## src/rtl/cga_vram_fetch.sv

```systemverilog
// CGA/Tandy VRAM fetch sequencer: slot clock, display char/attr reads and a
// single CPU access window per character slot, all sharing one video SRAM port.
module cga_vram_fetch (
  input  logic        clk,
  input  logic        reset,
  input  logic        hres_mode,
  input  logic        grph_mode,
  input  logic [13:0] crtc_ma,
  input  logic [4:0]  crtc_ra,
  input  logic        cpu_req,
  input  logic        cpu_we,
  input  logic [14:0] cpu_addr,
  input  logic [7:0]  cpu_wdata,
  output logic        cpu_ack,
  output logic [7:0]  cpu_rdata,
  output logic [14:0] ram_a,
  output logic        ram_oe,
  output logic        ram_we,
  output logic [7:0]  ram_d_out,
  input  logic [7:0]  ram_d_in,
  output logic [7:0]  vram_data,
  output logic        vram_read_char,
  output logic        vram_read_att,
  output logic        charrom_read,
  output logic        disp_pipeline,
  output logic [4:0]  clk_seq
);

  logic        mode;
  logic        started;
  logic [4:0]  last_seq;
  logic [4:0]  seq_nxt;
  logic [13:0] ma_l;
  logic [1:0]  ra_l;
  logic        grph_l;
  logic        cpu_pend;
  logic        cpu_wr_l;
  logic        unused_ra;

  // Only the two low row-address bits select a graphics bank.
  assign unused_ra = &{1'b0, crtc_ra[4:2]};

  function automatic logic [14:0] disp_addr(input logic grph, input logic [13:0] ma,
                                            input logic [1:0] ra, input logic b);
    return grph ? {ra, ma[11:0], b} : {ma, b};
  endfunction

  // Outputs are registered against the sequence value they will appear with,
  // so every strobe lines up exactly with its clk_seq count.
  always_comb begin
    last_seq = mode ? 5'd15 : 5'd31;
    seq_nxt  = clk_seq + 5'd1;
    if (!started || clk_seq == last_seq)
      seq_nxt = 5'd0;
  end

  always_ff @(posedge clk) begin
    if (reset) begin
      clk_seq        <= 5'd0;
      mode           <= 1'b0;
      started        <= 1'b0;
      cpu_pend       <= 1'b0;
      cpu_wr_l       <= 1'b0;
      cpu_ack        <= 1'b0;
      cpu_rdata      <= 8'd0;
      ram_a          <= 15'd0;
      ram_oe         <= 1'b0;
      ram_we         <= 1'b0;
      ram_d_out      <= 8'd0;
      vram_data      <= 8'd0;
      vram_read_char <= 1'b0;
      vram_read_att  <= 1'b0;
      charrom_read   <= 1'b0;
      disp_pipeline  <= 1'b0;
    end else begin
      started        <= 1'b1;
      clk_seq        <= seq_nxt;
      ram_oe         <= 1'b0;
      ram_we         <= 1'b0;
      cpu_ack        <= 1'b0;
      vram_read_char <= 1'b0;
      vram_read_att  <= 1'b0;
      charrom_read   <= 1'b0;
      disp_pipeline  <= (seq_nxt == last_seq);
      if (started && clk_seq == last_seq)
        mode <= hres_mode;
      case (seq_nxt)
        5'd0: begin
          ram_oe <= 1'b1;
          ram_a  <= disp_addr(grph_mode, crtc_ma, crtc_ra[1:0], 1'b0);
          ma_l   <= crtc_ma;
          ra_l   <= crtc_ra[1:0];
          grph_l <= grph_mode;
        end
        5'd2: begin
          ram_oe         <= 1'b1;
          ram_a          <= disp_addr(grph_l, ma_l, ra_l, 1'b1);
          vram_read_char <= 1'b1;
          vram_data      <= ram_d_in;
        end
        5'd3: charrom_read <= 1'b1;
        5'd4: begin
          vram_read_att <= 1'b1;
          vram_data     <= ram_d_in;
        end
        5'd6: begin
          cpu_pend <= cpu_req;
          cpu_wr_l <= cpu_we;
          if (cpu_req) begin
            ram_a <= cpu_addr;
            if (cpu_we) begin
              ram_we    <= 1'b1;
              ram_d_out <= cpu_wdata;
            end else begin
              ram_oe <= 1'b1;
            end
          end
        end
        5'd7: ram_we <= cpu_pend && cpu_wr_l;
        5'd8: begin
          cpu_ack  <= cpu_pend;
          cpu_pend <= 1'b0;
          if (cpu_pend && !cpu_wr_l)
            cpu_rdata <= ram_d_in;
        end
        default: ;
      endcase
    end
  end

endmodule

```

## config.mk

```make
export PLATFORM = sky130hd
export DESIGN_NAME = cga_vram_fetch
export DESIGN_NICKNAME = d
export VERILOG_FILES = /design/src/rtl/cga_vram_fetch.sv
export SDC_FILE = /design/constraint.sdc
export NUM_CORES = 1
export LEC_CHECK = 0
export ABC_AREA = 1
export CORE_MARGIN = 2
export CORE_UTILIZATION = 48
export CTS_BUF_LIST = sky130_fd_sc_hd__clkbuf_16
export DETAILED_ROUTE_END_ITERATION = 8
export PLACE_DENSITY = 0.84
export SETUP_SLACK_MARGIN = 0.02
export SYNTH_ARGS = -nofsm -noshare
export SYNTH_HDL_FRONTEND = slang
export SYNTH_SLANG_ARGS = --single-unit
```

## constraint.sdc

```tcl
create_clock -name clk -period 8.5 [get_ports clk]
set_clock_uncertainty 0.1 [all_clocks]
set_input_delay 1.275 -clock clk [delete_from_list [all_inputs] [get_ports clk]]
set_output_delay 1.275 -clock clk [all_outputs]
set_load 0.005 [all_outputs]
```

==> flow_summary.toml <==
[cells_and_area]
fillers = 493
n_antenna_cell = 0
final_common_cell = "clkdlybuf4s50_1"
fin_util = 0.716
finalNetCount = 558
multiInputGateArea_sq_um = 1360
drive_gt1_frac = 0.0850
area_growth_pct = 42.7
register_area_sq_um = 1610
stdcell_count = 583
final_cell_mix = "clkdlybuf4s50_1 (103), nand2_1 (81), nor2_1 (74)"

[floorplan]
start_util = 0.502
die_x_microns = 85.7
coreArea_sq_um = 6390
die_area_sq_um = 7350
rows = 29
fp.dieH_microns = 85.7
io_pins = 107

[pwr]
report.power.total_uw = 868
pwr_density_cell_nw_per_um2 = 190
leakagePower_nw = 1.90
peakVddDrop_v = 0.000156

[setup_path]
cp.buffers_inverters = 2
worst_path_max_delay_cell = "clkinv_1"
start_kind = "input port"
crit_chain = "clkdlybuf4s50_1, clkinv_1, and3_1"
worstPathRequired_ns = 8.61
crit_type = "in2reg"
arrival_ns = 3.77
critical_path.max_stage_delay_ns = 1.02
critical_path.top_delay_family = "buffers and inverters"
crit_path_end_kind = "flop"
crit_fanout = 37

[routing]
drt-initial-drc-count = 228
ant_nets = 0
remaining_drc_errors = 0
avgRoutedWirePerCell_microns = 14.2
firstDrtPassIters = 5
via_per_inst = 5.28
wirelength_microns = 8300
vias = 3077

[timing]
drv_slew = 0
setup_viol = 0
tightest_slew_ns = 1.00
setup_tns_ns = 0
relSlewSlack = 0.329
fin_crit_sh = 0.431
rsz0062_at_grt = "false"
period_needed_ns = 3.66
finalHoldViolCount = 0
fmax_mhz = 273

[global_route]
antenna_found_initial = 0
grtUsageTotal = 0.235
grt_pass1_vias = 3000
grt_pass1_wl_microns = 13500
grt_max_degree = 38
grt_overflow_total = 0

[placed_design]
place_hpwl_microns = 5670
place_inst = 567
port-buffer-count = 103
routabilityCongestion = 0.864

[logic_synthesis]
netlist_area_sq_um = 3200
ys_ff_latch = 72
synth-seq-area-share = 0.503
syn_avg_cell_area_sq_um = 7.97
syn_inst = 402
ys_types = 33
yosys_warnings = 0
synth_nets = 459

[flow_run]
cap_violations = 0

[clocking]
cts_root_buffer = "clkbuf_16"
cts_resized = 0
worstSkewPairLatency_ns = 0.33
post_cts.repair.setup_buffers = 0
clk_path_buf_depth = 2
tritoncts = "done"
clk_pin_slew_ns = 0.06
numCtsBuffers = 9
cts-htree-levels = 3
holdBufCountCts = 0
clock-sinks = 72

[worst_hold_path]
hold_path_class = "reg2reg"

[status]
status = "finished clean"
layout make-up:
class                      instances  share of cell area
sequential                        72               0.352
multi-input combinational        276               0.297
timing repair buffer             104               0.227
clock buffer                       9              0.0493
inverter                          38              0.0315
clock inverter                     7              0.0219
tap                               77              0.0211
path summary, 6_finish.rpt:
check,startpoint,endpoint,slack [ns],cells past startpoint
max,reset,charrom_read$_SDFF_PP0_,4.84,3
min,ram_d_out[5]$_SDFFE_PP0P_,ram_d_out[5]$_SDFFE_PP0P_,0.36,2
min reg2reg,ram_d_out[5]$_SDFFE_PP0P_,ram_d_out[5]$_SDFFE_PP0P_,0.36,2
max reg2reg,clk_seq[0]$_SDFF_PP0_,ma_l[4]$_DFFE_PP_,5.53,8
per-stage QoR:
stage / setup slack [ns] / hold slack (ns) / cell area (sq um)
2_1_floorplan: 5.57 / 0.350 / 3200
3_3_place_gp: 4.55 / 0.348 / 4250
3_5_place_dp: 4.52 / 0.353 / 4250
4_1_cts: 4.87 / 0.362 / 4570
5_1_grt: 4.65 / 0.381 / 4570
6_report: 4.84 / 0.361 / 4570
tightest hold or removal path, cell delays in order (launching register included):
cell     delay, ns
dfxtp_1       0.31
nand2_1       0.06
a21oi_1       0.05
cells in the mapped netlist, drive strengths merged:
cell type	number	share of area
xor2	1	0.0027
buf	10	0.022
mux2	4	0.014
a21oi	11	0.017
o211ai	2	0.0047
nor2	80	0.11
and3	1	0.0020
inv	36	0.042
a21boi	1	0.0059
o21ai	11	0.018
nand3	56	0.094
clkinv	2	0.0027
nor3	4	0.0098
ha	1	0.0039
dfxtp	55	0.34
nor4	1	0.0020
nand4	16	0.031
clkbuf	6	0.0070
nand2	87	0.11
edfxtp	17	0.16
flip-flops by register name (all words and copies together) (netlist names), 2 cells and up:
name	flops
ram_d_out	8
clk_seq	5
cpu_rdata	8
vram_data	8
ra_l	2
ma_l	14
ram_a	15
power breakdown:
part,switching [mW],leakage (nW),internal [mW],total [mW]
logic,0.0394,1.13,0.0491,0.0885
clock network,0.148,0.161,0.260,0.408
registers,0.00722,0.609,0.364,0.372
cell families after synthesis:
| group | after synthesis | share of synthesized area |
|---|---|---|
| simple gates | 245 | 0.357 |
| flops | 72 | 0.503 |
| buf+inv | 54 | 0.0738 |
| compound gates | 25 | 0.0461 |
| mux | 4 | 0.0141 |
| xor+xnor | 1 | 0.00273 |
| fa+ha+maj | 1 | 0.00390 |
routing by layer:
| layer | wire [microns] | GRT usage | vias to the layer above | share of wire |
|---|---|---|---|---|
| met5 | 0 | 0 | - | 0 |
| met4 | 127 | 0.0866 | 0 | 0.015 |
| met2 | 4270 | 0.412 | 105 | 0.51 |
| met3 | 486 | 0.0491 | 12 | 0.059 |
| met1 | 3420 | 0.283 | 1442 | 0.41 |
| li1 | - | - | 1518 | - |
Power figures use the tool's default switching activity.
